File: src/rtl/fetch_stage.sv
// Instruction-fetch stage with IF/ID pipeline register for the LEGv8 core.
// Holds the PC, addresses a combinational instruction memory, and registers
// the fetched word together with its PC. Stall holds everything; flush and
// redirect squash the entering instruction into an all-zero bubble, and
// redirect also reloads the PC from the resolved branch target.
module fetch_stage #(
  parameter int                 ADDR_W   = 64,
  parameter logic [ADDR_W-1:0]  RESET_PC = '0
) (
  input  logic              clk,
  input  logic              rst_n,
  output logic [ADDR_W-1:0] imem_addr,
  input  logic [31:0]       imem_rdata,
  input  logic              stall,
  input  logic              flush,
  input  logic              redirect,
  input  logic [ADDR_W-1:0] redirect_target,
  output logic              if_id_valid,
  output logic [ADDR_W-1:0] if_id_pc,
  output logic [31:0]       if_id_instr,
  output logic [31:0]       fetch_count
);

  logic [ADDR_W-1:0] pc_reg;
  logic [ADDR_W-1:0] pc_next;
  logic              if_id_valid_reg;
  logic [ADDR_W-1:0] if_id_pc_reg;
  logic [31:0]       if_id_instr_reg;
  logic [31:0]       fetch_count_reg;
  logic              squash;
  logic              load;

  // Bubble when the entering fetch is on a wrong path; load only when nothing
  // asks IF/ID to hold or squash.
  assign squash = redirect | flush;
  assign load   = ~squash & ~stall;

  // Next-PC selection: redirect beats stall; the target is word-aligned by
  // dropping its two low bits. The increment wraps naturally at ADDR_W bits.
  always_comb begin
    pc_next = pc_reg + ADDR_W'(4);
    if (redirect) begin
      pc_next = {redirect_target[ADDR_W-1:2], 2'b00};
    end else if (stall) begin
      pc_next = pc_reg;
    end
  end

  // Program counter register.
  always_ff @(posedge clk or negedge rst_n) begin
    if (!rst_n) begin
      pc_reg <= RESET_PC;
    end else begin
      pc_reg <= pc_next;
    end
  end

  // IF/ID register: bubble on squash, hold on stall, otherwise capture fetch.
  always_ff @(posedge clk or negedge rst_n) begin
    if (!rst_n) begin
      if_id_valid_reg <= 1'b0;
      if_id_pc_reg    <= '0;
      if_id_instr_reg <= '0;
    end else if (squash) begin
      if_id_valid_reg <= 1'b0;
      if_id_pc_reg    <= '0;
      if_id_instr_reg <= '0;
    end else if (load) begin
      if_id_valid_reg <= 1'b1;
      if_id_pc_reg    <= pc_reg;
      if_id_instr_reg <= imem_rdata;
    end
  end

  // Count of valid instructions written into IF/ID; wraps at 32 bits.
  always_ff @(posedge clk or negedge rst_n) begin
    if (!rst_n) begin
      fetch_count_reg <= '0;
    end else if (load) begin
      fetch_count_reg <= fetch_count_reg + 32'd1;
    end
  end

  assign imem_addr   = pc_reg;
  assign if_id_valid = if_id_valid_reg;
  assign if_id_pc    = if_id_pc_reg;
  assign if_id_instr = if_id_instr_reg;
  assign fetch_count = fetch_count_reg;

endmodule
File: config.mk
export PLATFORM = sky130hd
export DESIGN_NAME = fetch_stage
export DESIGN_NICKNAME = d
export VERILOG_FILES = /design/src/rtl/fetch_stage.sv
export SDC_FILE = /design/constraint.sdc
export NUM_CORES = 1
export LEC_CHECK = 0
export ABC_AREA = 1
export CAP_MARGIN = 25
export CORE_ASPECT_RATIO = 1.4
export CORE_MARGIN = 8
export CORE_UTILIZATION = 40
export CTS_CLUSTER_SIZE = 20
export DETAILED_ROUTE_END_ITERATION = 8
export GPL_ROUTABILITY_DRIVEN = 0
export PLACE_DENSITY = 0.69
export RECOVER_POWER = 50
export SYNTH_ARGS = -nofsm -noshare
export SYNTH_HDL_FRONTEND = slang
export SYNTH_SLANG_ARGS = --single-unit
File: constraint.sdc
create_clock -name clk -period 1.5 [get_ports clk]
set_input_delay 0.3 -clock clk [delete_from_list [all_inputs] [get_ports clk]]
set_output_delay 0.3 -clock clk [all_outputs]
set_load 0.005 [all_outputs]
======== Yosys cells after proc, flatten, opt, wreduce, memory -nomap -nowiden ========
Cells that the tools add are included.
word-level totals
  logic and storage cells ................. 21
  output and inout bits ................... 193
  register bits ........................... 193
  input port bits ......................... 101
cells by class
  mux-type cells .......................... 8
  reductions and logical operators ........ 1
  add/subtract/negate cells ............... 2
  eq/ne operators ......................... 1
  bitwise gates (word level) .............. 4
operators by type and width
  kind                                                                     count
  64-bit two-way mux                                                       4
  64-bit by 3-bit adder with 64-bit output, second input constant          1
  32-bit two-way mux                                                       2
  32-bit by 1-bit adder with 32-bit output, second input constant          1
  1-bit two-way mux                                                        2
  2-bit by 1-bit inequality test with 1-bit output, second input constant  1
  1-bit inverter                                                           2
  2-bit nonzero test                                                       1
  1-bit bitwise AND                                                        1
  1-bit bitwise OR                                                         1

======== Depth between registers and ports, before layout ========
Gate-level depths: netlist of run 1.
  depth in word-level cells ............... 5
  gate-level depth with buffers ........... 11

======== Worst setup path after synthesis of run 1 ========
OpenSTA, ideal clock, no wires.
  path kind ............................... register to register
  start ................................... register pc_reg[2], in the netlist imem_addr[2]
  end ..................................... register pc_reg[58], in the netlist imem_addr[58]
  cell stages (with the launch flop) ...... 11
  required time ........................... 1.383 ns
  arrival ................................. 1.426 ns
  path buffers ............................ 0
  period minus slack after synthesis ...... 1.544 ns
  path slack .............................. -0.044 ns
  setup time .............................. 0.117 ns
  cell sequence ........................... dfrtp_1 -> ha_1 -> nand2_1 -> nor2_4 -> nand2_4 -> nor2_8 -> nand2_4 -> nor2_1 -> nand2_1 -> nand3_1 -> nand2_1
on the way
  longest elaborated chain between the ends .. 3
RTL lines
  item                                      line  text
  start, declared                           24    logic [ADDR_W-1:0] pc_reg;
  start signal, assigned                    54    pc_reg <= pc_next;
  64-bit by 3-bit adder with 64-bit output  41    pc_next = pc_reg + ADDR_W'(4);
  64-bit two-way mux                        44    end else if (stall) begin
  64-bit two-way mux                        42    if (redirect) begin
No other way between the ends. The select of a mux whose other input is x is not followed.
A chain may end at the register's enable or synchronous reset.

======== Worst setup path after layout of run 1 ========
  start ................................... register fetch_count_reg[0], in the netlist fetch_count[0]
  end ..................................... register fetch_count_reg[20], in the netlist fetch_count[20]
on the way
  longest elaborated chain between the ends .. 1
RTL lines
  item                                      line  text
  start, declared                           29    logic [31:0] fetch_count_reg;
  start signal, assigned                    80    fetch_count_reg <= fetch_count_reg + 32'd1;
  32-bit by 1-bit adder with 32-bit output  80
No other way between the ends.

==> results.json, run 1 <==
{
  "finalClockSkew_ns": 0.01969,
  "drive_above_1_share": 0.3217,
  "violations": "negative setup slack",
  "swShare": 0.2962,
  "max_stage_delay_ns": 0.36,
  "yosysUniqueCellTypes": 33,
  "detail-route-antenna-nets": 0,
  "synth_top_area_share": 0.4557,
  "grt.total_usage": 0.2594,
  "num_vias": 12320,
  "status": "finished, violations left",
  "rows": 70,
  "intPower_uw": 9961,
  "postLayoutSetupSlackWorst_ns": -0.2515,
  "grt_overflow": 0,
  "clockRootBuffer": "clkbuf_16",
  "endpoint_kind": "flop",
  "clkLatencyLatePin_ns": 0.44,
  "setup_viol_count_final": 105,
  "grt_setup_unrepaired": "true",
  "dpl-instance-area_mm2": 0.01493,
  "hold_class": "in2reg",
  "fin_nets": 2089,
  "clk_pin_slew_ns": 0.08,
  "ys_seq_elements": 189,
  "crit_type": "reg2reg",
  "dieWidth_um": 152.1,
  "netlist.top_cell.by_area": "dfrtp_1",
  "synthFlopType": "dfrtp_1",
  "max_slew_margin": 0.5412,
  "p_per_area_mw_per_mm2": 815.3,
  "fin_area_mm2": 0.01736,
  "worstSetupStartpoint": "fetch_count[0]",
  "wl_per_cell_um": 18.96,
  "yosysWarnings": 0,
  "arrival_ns": 2.08,
  "synth_area_leaders": "dfrtp_1 (46%), nand2_1 (17%), nand3_1 (8.4%), inv_1 (5.0%), nor2_1 (4.6%)",
  "slew_violations": 0,
  "firstDrtPassIters": 5,
  "grt_pass1_wl_mm": 64.63,
  "viasPerCell": 5.297,
  "core_mm2": 0.02584,
  "syn_inst": 1421,
  "fmax_ghz": 0.5709,
  "pwr-share-clk": 0.343,
  "crit_top_cell": "nor2_4",
  "r2r_start": "fetch_count[0]",
  "power_frac_seq": 0.399,
  "p_leak_uw": 0.009026,
  "cts_tree": "yes",
  "die_h_um": 206.6,
  "cts_max_level": 4,
  "antenna_found_initial": 3,
  "drc": 0,
  "cts.path.max_buffers": 2,
  "fin_crit_sh": 1.168,
  "cts_buffers": 17,
  "syn-mean-instance-area_um2": 7.304,
  "fin_util": 0.6718,
  "hpwl_mm": 30.89,
  "totalWireLength_mm": 44.10,
  "critPathLaunchType": "flop",
  "power_switching_uw": 4192,
  "maxCapViolCount": 0,
  "path_cells": "clkbuf_1 > ha_4 > inv_4 > nor2_4 > nand2_2 > nor2_4 > nand2_4 > nor2_4 > nand2_2 > nand2_1 > nand2_1",
  "hold_viol": 0,
  "io_pins": 294,
  "fin_crit_ns": 1.752,
  "cp_max_fo": 3,
  "synth-edff-count": 0,
  "die_area_mm2": 0.03143,
  "combPwrFrac": 0.258,
  "synth.most_common_cell": "nand2_1",
  "vdd_drop_max_mv": 0.7926,
  "min_from": "stall",
  "syn_to_final_growth_pct": 67.25,
  "synth-seq-area-share": 0.4557,
  "tightest_slew_ns": 0.6882,
  "grt_max_degree": 61,
  "start_util": 0.4017,
  "drt_iter0_markers": 815,
  "io_buffers": 287,
  "synthArstFlopShare": 1.000,
  "syn_area_mm2": 0.01038,
  "clkSinkCount": 189,
  "slowest_stage": "dfrtp_1",
  "grt_pass1_vias": 12450,
  "cp.required_ns": 1.83,
  "ys_top_cells_by_count": "nand2_1 (481), dfrtp_1 (189), nand3_1 (174), inv_1 (138), nor2_1 (127)"
}
==> critical path, delay by kind of cell (launching register included) <==
kind          cells  cell delay, ns
simple gates      8            0.79
buf+inv           2            0.28
flops             1            0.36
fa+ha+maj         1            0.20
==> layer usage <==
metal | up-vias | track usage | part of all wire
met2 | 637 | 0.4653 | 0.51
met4 | 0 | 0.1772 | 0.072
li1 | 5626 | - | -
met3 | 180 | 0.05167 | 0.069
met1 | 5877 | 0.2740 | 0.35
met5 | - | 0 | 0
==> final timing paths <==
path | to | slack [ns] | depth (start not counted)
max in group asynchronous | imem_addr[58] | 0.15 | 3
setup reg to reg | fetch_count[20] | -0.25 | 11
hold / removal | if_id_valid | 0.24 | 4
min in group asynchronous | imem_addr[37] | 0.46 | 2
setup / recovery | fetch_count[20] | -0.25 | 11
hold reg to reg | fetch_count[31] | 0.48 | 1
==> what timing repair did <==
item | in CTS | in global routing
hold buffers | 1 | 0
setup endpoints to repair | 240 | 111
buffers inserted | 111 | 38
endpoints found under the hold margin | 36 | 0
gates resized for setup | 414 | 292
pin swaps | 43 | 124
==> cell families after synthesis <==
family | count (synthesis) | share of synthesized area
flip-flops | 189 | 0.4557
AND/OR/NAND/NOR | 854 | 0.3613
XOR/XNOR | 36 | 0.03038
other | 1 | 0.0003613
buffers and inverters | 202 | 0.07752
AO/OA/AOI/OAI | 137 | 0.07233
adder cells (fa/ha/maj) | 2 | 0.002411
==> power groups by stage <==
| stage | Combinational [uW] | Sequential, uW | Clock, uW |
|---|---|---|---|
| detailed placement | 2840 | 5830 | 0 |
| finish | 3650 | 5650 | 4850 |
| global placement | 2820 | 5820 | 0 |
| global route | 3920 | 5690 | 5120 |
| floorplan | 869 | 5860 | 0 |
| CTS | 3270 | 5620 | 4930 |
==> area by class of cell <==
cell class	count	area [um^2]
Fill cell	2017	8479
Multi-Input combinational cell	1033	5799
Timing Repair Buffer	598	5218
Sequential cell	189	4738
Inverter	147	574.3
Clock buffer	22	464.2
Tap cell	324	405.4
Clock inverter	10	151.4
Antenna cell	3	7.507
==> cell usage in the layout (no fill, tap or decap), types with 5 or more instances in the layout <==
cell type,netlist,final
nor2_4,11,52
nand4_1,11,11
nor2_1,127,59
nand3_2,3,15
o211ai_1,12,12
xor2_1,30,28
clkdlybuf4s15_1,0,10
buf_4,5,238
o21bai_1,8,8
nand3b_1,7,7
nand2_2,5,54
o21ai_2,0,5
dfrtp_1,189,182
buf_2,15,16
buf_6,1,86
clkdlybuf4s50_1,0,95
nor3_2,0,6
clkbuf_2,0,15
o21ai_0,95,94
clkbuf_1,32,5
nand3_1,174,157
inv_1,138,125
nand3_4,0,5
clkbuf_16,0,17
nor2_2,14,41
inv_4,0,7
buf_12,0,5
nand2_4,9,35
o21ai_1,18,14
xnor2_1,6,6
dlygate4sd2_1,0,127
nand2_1,481,405
inv_2,7,13
dfrtp_2,0,7
==> stage by stage <==
step / worst slack [ns] / setup TNS [ns] / std cells / hold WS, ns / power [uW]
final: -0.2515 / -11.08 / 2326 / 0.2421 / 14150
after global routing: -0.3504 / -22.98 / 2326 / 0.2724 / 14720
after CTS: -0.1668 / -4.434 / 2307 / 0.2152 / 13820
after detailed placement: -0.3709 / -34.02 / 2165 / 0.2806 / 8672
after global placement: -0.3415 / -30.32 / 2165 / 0.2831 / 8638
after floorplan: -0.01478 / -0.02537 / 1424 / 0.004409 / 6728
Power figures use the tool's default switching activity.
==> run 2, diff against run 1 <==
RECOVER_POWER = 25   (was 50)
==> run 2 against run 1 <==
Effect of this change: the flow still finishes with violations (negative setup slack); global-route usage unchanged; critical path depth down 1; non-clock buffer count unchanged; cell area up 0.14%.
==> results.json, run 2 (synthesis results as in run 1) <==
{
  "setup-tns-final_ns": -10.03,
  "detail-route-antenna-nets": 0,
  "finalClockSkew_ns": 0.02047,
  "grt_pass1_vias": 12450,
  "maxCapViolCount": 0,
  "wl_per_cell_um": 18.97,
  "dieWidth_um": 152.1,
  "drive_above_1_share": 0.3222,
  "cts.path.max_buffers": 2,
  "core_mm2": 0.02584,
  "fmax_ghz": 0.5776,
  "clkSinkCount": 189,
  "die_area_mm2": 0.03143,
  "multiInputGateArea_mm2": 0.005806,
  "grt_overflow": 0,
  "clockRootBuffer": "clkbuf_16",
  "fin_crit_ns": 1.731,
  "cp.required_ns": 1.82,
  "post-place-ws_ns": -0.3709,
  "drc": 0,
  "p_per_area_mw_per_mm2": 816.2,
  "grt.total_usage": 0.2594,
  "hpwl_mm": 30.89,
  "cts_tree": "yes",
  "vdd_drop_max_mv": 0.7941,
  "max_slew_margin": 0.5345,
  "final_cell_mix": "nand2_1 (405), buf_4 (239), dfrtp_1 (182), nand3_1 (157), dlygate4sd2_1 (127)",
  "firstDrtPassIters": 6,
  "grt_max_degree": 61,
  "fin_area_mm2": 0.01738,
  "num_vias": 12330,
  "io_buffers": 287,
  "hold_class": "in2reg",
  "cp_max_fo": 5,
  "fillCellCount": 2011,
  "final_common_cell": "nand2_1",
  "fin_util": 0.6728,
  "drt_iter0_markers": 774,
  "cts_max_level": 4,
  "io_pins": 294,
  "grt_util_met1": 0.2740,
  "p_leak_uw": 0.009050,
  "postLayoutSetupSlackWorst_ns": -0.2313,
  "slew_violations": 0,
  "totalWireLength_mm": 44.12,
  "violations": "negative setup slack",
  "clkLatencyLatePin_ns": 0.45,
  "critPathLaunchType": "flop",
  "syn_to_final_growth_pct": 67.49,
  "rows": 70,
  "antenna_found_initial": 3,
  "status": "finished, violations left",
  "grt_busiest_layer": "met2",
  "use_met3": 0.05167,
  "viasPerCell": 5.301,
  "crit_type": "reg2reg",
  "grt_pass1_wl_mm": 64.63,
  "gr-usage-met2": 0.4653,
  "die_h_um": 206.6,
  "regArea_mm2": 0.004738,
  "setup_viol_count_final": 96,
  "endpoint_kind": "flop",
  "fin_nets": 2089,
  "tightest_slew_ns": 0.6983,
  "cts_buffers": 17,
  "holdWs_ns": 0.2458,
  "dpl-instance-area_mm2": 0.01493,
  "start_util": 0.4017,
  "arrival_ns": 2.05,
  "fin_crit_sh": 1.154,
  "grt_setup_unrepaired": "true",
  "clk_pin_slew_ns": 0.07,
  "hold_viol": 0
}
## run 2: layer usage
layer | wire, um | up-vias | part of all wire
li1 | - | 5627 | -
met1 | 15700 | 5873 | 0.36
met5 | 0 | - | 0
met2 | 22240 | 639 | 0.50
met3 | 2931 | 191 | 0.066
met4 | 3244 | 0 | 0.074
## run 2: area by class of cell
cell class / instances / share of cell area
sequential: 189 / 0.2726
antenna: 3 / 0.0004319
timing repair buffer: 598 / 0.3012
multi-input combinational: 1033 / 0.3340
clock buffer: 22 / 0.02670
tap: 324 / 0.02332
clock inverter: 10 / 0.008709
inverter: 147 / 0.03304
## run 2: worst max-delay path, stage by stage, from the launching register on
cell     delay, ns
dfrtp_1       0.39
buf_4         0.16
nand2_1       0.11
nor2_1        0.18
nand2_1       0.18
nor2_8        0.21
nand2_4       0.12
inv_4         0.10
nand2_1       0.05
nand3_1       0.06
nand3_1       0.07
## run 2: where the power goes
part           switching [uW]  internal, uW  leakage (uW)  total (uW)
clock network            2110          2750      0.000294        4860
registers                 238          5420       0.00247        5660
logic                    1850          1820       0.00628        3670
total                    4200          9990       0.00905       14200
## run 2: stage by stage
| stage | cells | power [uW] |
|---|---|---|
| detailed placement | 2165 | 8672 |
| finish | 2326 | 14190 |
| floorplan | 1424 | 6728 |
| CTS | 2307 | 13820 |
| global route | 2326 | 14750 |
| global placement | 2165 | 8638 |
## run 2: repair_timing
action,CTS,global route
setup buffers,111,38
hold endpoints to repair,36,0
resized for setup,414,292
hold buffers,1,0
setup endpoints to repair,240,111
pin swaps,43,124
## run 2: final timing paths
check / from / endpoint / slack (ns) / depth (start not counted)
min in group asynchronous: rst_n / imem_addr[37] / 0.46 / 2
max in group asynchronous: rst_n / imem_addr[58] / 0.14 / 3
min: stall / if_id_valid / 0.25 / 4
max: imem_addr[17] / imem_addr[34] / -0.23 / 10
max reg2reg: imem_addr[17] / imem_addr[34] / -0.23 / 10
min reg2reg: fetch_count[31] / fetch_count[31] / 0.48 / 1
==> run 3, diff against run 2 <==
CORE_ASPECT_RATIO = unset   (was 1.4)
==> run 3 against run 2 <==
Effect of this change: the flow still finishes with violations (negative setup slack); setup slack worse by 0.17 ns; register-to-register slack worse by 0.17 ns; sequential cell count unchanged; final cell count up 0.60%; sequential power about the same; global-route usage about the same; critical path type unchanged; largest power group unchanged; highest routed layer unchanged.
==> results.json, run 3 (synthesis results as in run 1) <==
{
  "violations": "negative setup slack",
  "post-place-ws_ns": -0.4181,
  "postLayoutSetupSlackWorst_ns": -0.3987,
  "fin_crit_sh": 1.266,
  "antenna_found_initial": 2,
  "tightest_slew_ns": 1.105,
  "detail-route-antenna-nets": 0,
  "start_util": 0.4028,
  "io_buffers": 287,
  "final_cell_count_no_fill": 2340,
  "die_h_um": 177.1,
  "clkLatencyLatePin_ns": 0.44,
  "fmax_ghz": 0.5267,
  "fin_crit_ns": 1.899,
  "final_common_cell": "nand2_1",
  "cts_max_level": 4,
  "cp.required_ns": 1.89,
  "hold_class": "in2reg",
  "cts_buffers": 17,
  "dieWidth_um": 177.1,
  "p_leak_uw": 0.009060,
  "drc": 0,
  "cts.path.max_buffers": 2,
  "critPathBufInv": 1,
  "critPathLaunchType": "flop",
  "cp_top_family": "simple AND/OR/NAND/NOR gates",
  "viasPerCell": 5.377,
  "grt_max_degree": 61,
  "grt.total_usage": 0.2595,
  "setup-tns-final_ns": -11.46,
  "rows": 59,
  "cp_max_fo": 6,
  "firstDrtPassIters": 8,
  "endpoint_kind": "flop",
  "slew_violations": 0,
  "place_inst": 2166,
  "grt_overflow": 0,
  "vdd_drop_max_mv": 0.6820,
  "io_pins": 294,
  "final_cell_mix": "nand2_1 (404), buf_4 (234), dfrtp_1 (181), nand3_1 (141), dlygate4sd2_1 (127)",
  "grt_pass1_wl_mm": 64.52,
  "fin_util": 0.6806,
  "slowest_stage": "dfrtp_1",
  "max_stage_delay_ns": 0.38,
  "die_area_mm2": 0.03136,
  "maxCapViolCount": 0,
  "num_vias": 12580,
  "clockRootBuffer": "clkbuf_16",
  "totalWireLength_mm": 45.18,
  "max_slew_margin": 0.2634,
  "drive_above_1_share": 0.3425,
  "crit_top_cell": "nand2_1",
  "holdWs_ns": 0.2365,
  "finalClockSkew_ns": 0.01365,
  "wl_per_cell_um": 19.31,
  "setup_viol_count_final": 76,
  "clkSinkCount": 189,
  "core_mm2": 0.02576,
  "p_per_area_mw_per_mm2": 798.5,
  "status": "finished, violations left",
  "clk_pin_slew_ns": 0.09,
  "hpwl_mm": 29.92,
  "grt_pass1_vias": 12090,
  "cts_tree": "yes",
  "hold_viol": 0,
  "drt_iter0_markers": 1414,
  "arrival_ns": 2.29,
  "path_cells": "buf_4 > nand2_1 > nor2_1 > nand2_1 > nor2_8 > nand2_4 > o21ai_2 > nand3_2 > nand2_1",
  "fin_nets": 2093,
  "grt_setup_unrepaired": "true",
  "syn_to_final_growth_pct": 68.94,
  "crit_type": "reg2reg"
}
run 3: cell count changes in the layout (fill, tap and decap cells not counted), sizes merged:
cell,change
clkinv,+3
buf,+2
bufinv,-3
clkdlybuf4s15,-4
diode,-1
clkbuf,+1
inv,+5
run 3: through the flow:
step | power [uW] | area, um^2
after floorplan | 6728 | 10400
after global placement | 8623 | 14880
final | 14000 | 17530
after CTS | 13530 | 16610
after global routing | 14490 | 17530
after detailed placement | 8657 | 14880
run 3: worst paths after layout:
path	start	endpoint	slack, ns	cells past startpoint
setup / recovery	imem_addr[14]	imem_addr[54]	-0.40	9
hold / removal	stall	if_id_valid	0.24	4
setup reg to reg	imem_addr[14]	imem_addr[54]	-0.40	9
hold reg to reg	if_id_instr[23]	if_id_instr[23]	0.51	2
max in group asynchronous	rst_n	imem_addr[51]	-0.02	3
min in group asynchronous	rst_n	if_id_pc[10]	0.60	2
run 3: timing repair:
action,CTS,global route
endpoints found under the setup margin,242,134
resized for setup,434,306
pin swaps,64,86
hold buffers,1,0
setup buffers,113,50
hold endpoints to repair,28,0
run 3: power breakdown:
part           leakage [uW]  internal [uW]  switching [uW]
Combinational       0.00631           1830            1930
Clock              0.000277           2220            2380
Sequential          0.00247           5410             228
Total               0.00906           9460            4540
run 3: layout make-up:
| type | instances | area [um^2] |
|---|---|---|
| diodes | 2 | 5.005 |
| clock buffers | 17 | 425.4 |
| clock inverters | 15 | 145.1 |
| fillers | 1960 | 8229 |
| inverters | 147 | 579.3 |
| multi-input cells | 1033 | 5902 |
| flip-flops and latches | 189 | 4740 |
| well taps | 335 | 419.2 |
| repair buffers | 602 | 5319 |
run 3: routing by layer:
| layer | up-vias | track usage | share of wire |
|---|---|---|---|
| met1 | 5961 | 0.3149 | 0.38 |
| met2 | 737 | 0.4337 | 0.47 |
| met3 | 242 | 0.05355 | 0.084 |
| met4 | 0 | 0.1250 | 0.063 |
| li1 | 5643 | - | - |
| met5 | - | 0 | 0 |
run 3: worst register-to-register path, cell delays in order (launching register included):
cell and delay (ns):
dfrtp_1 0.38, buf_4 0.16, nand2_1 0.12, nor2_1 0.20, nand2_1 0.20, nor2_8 0.28
nand2_4 0.11, o21ai_2 0.23, nand3_2 0.12, nand2_1 0.07
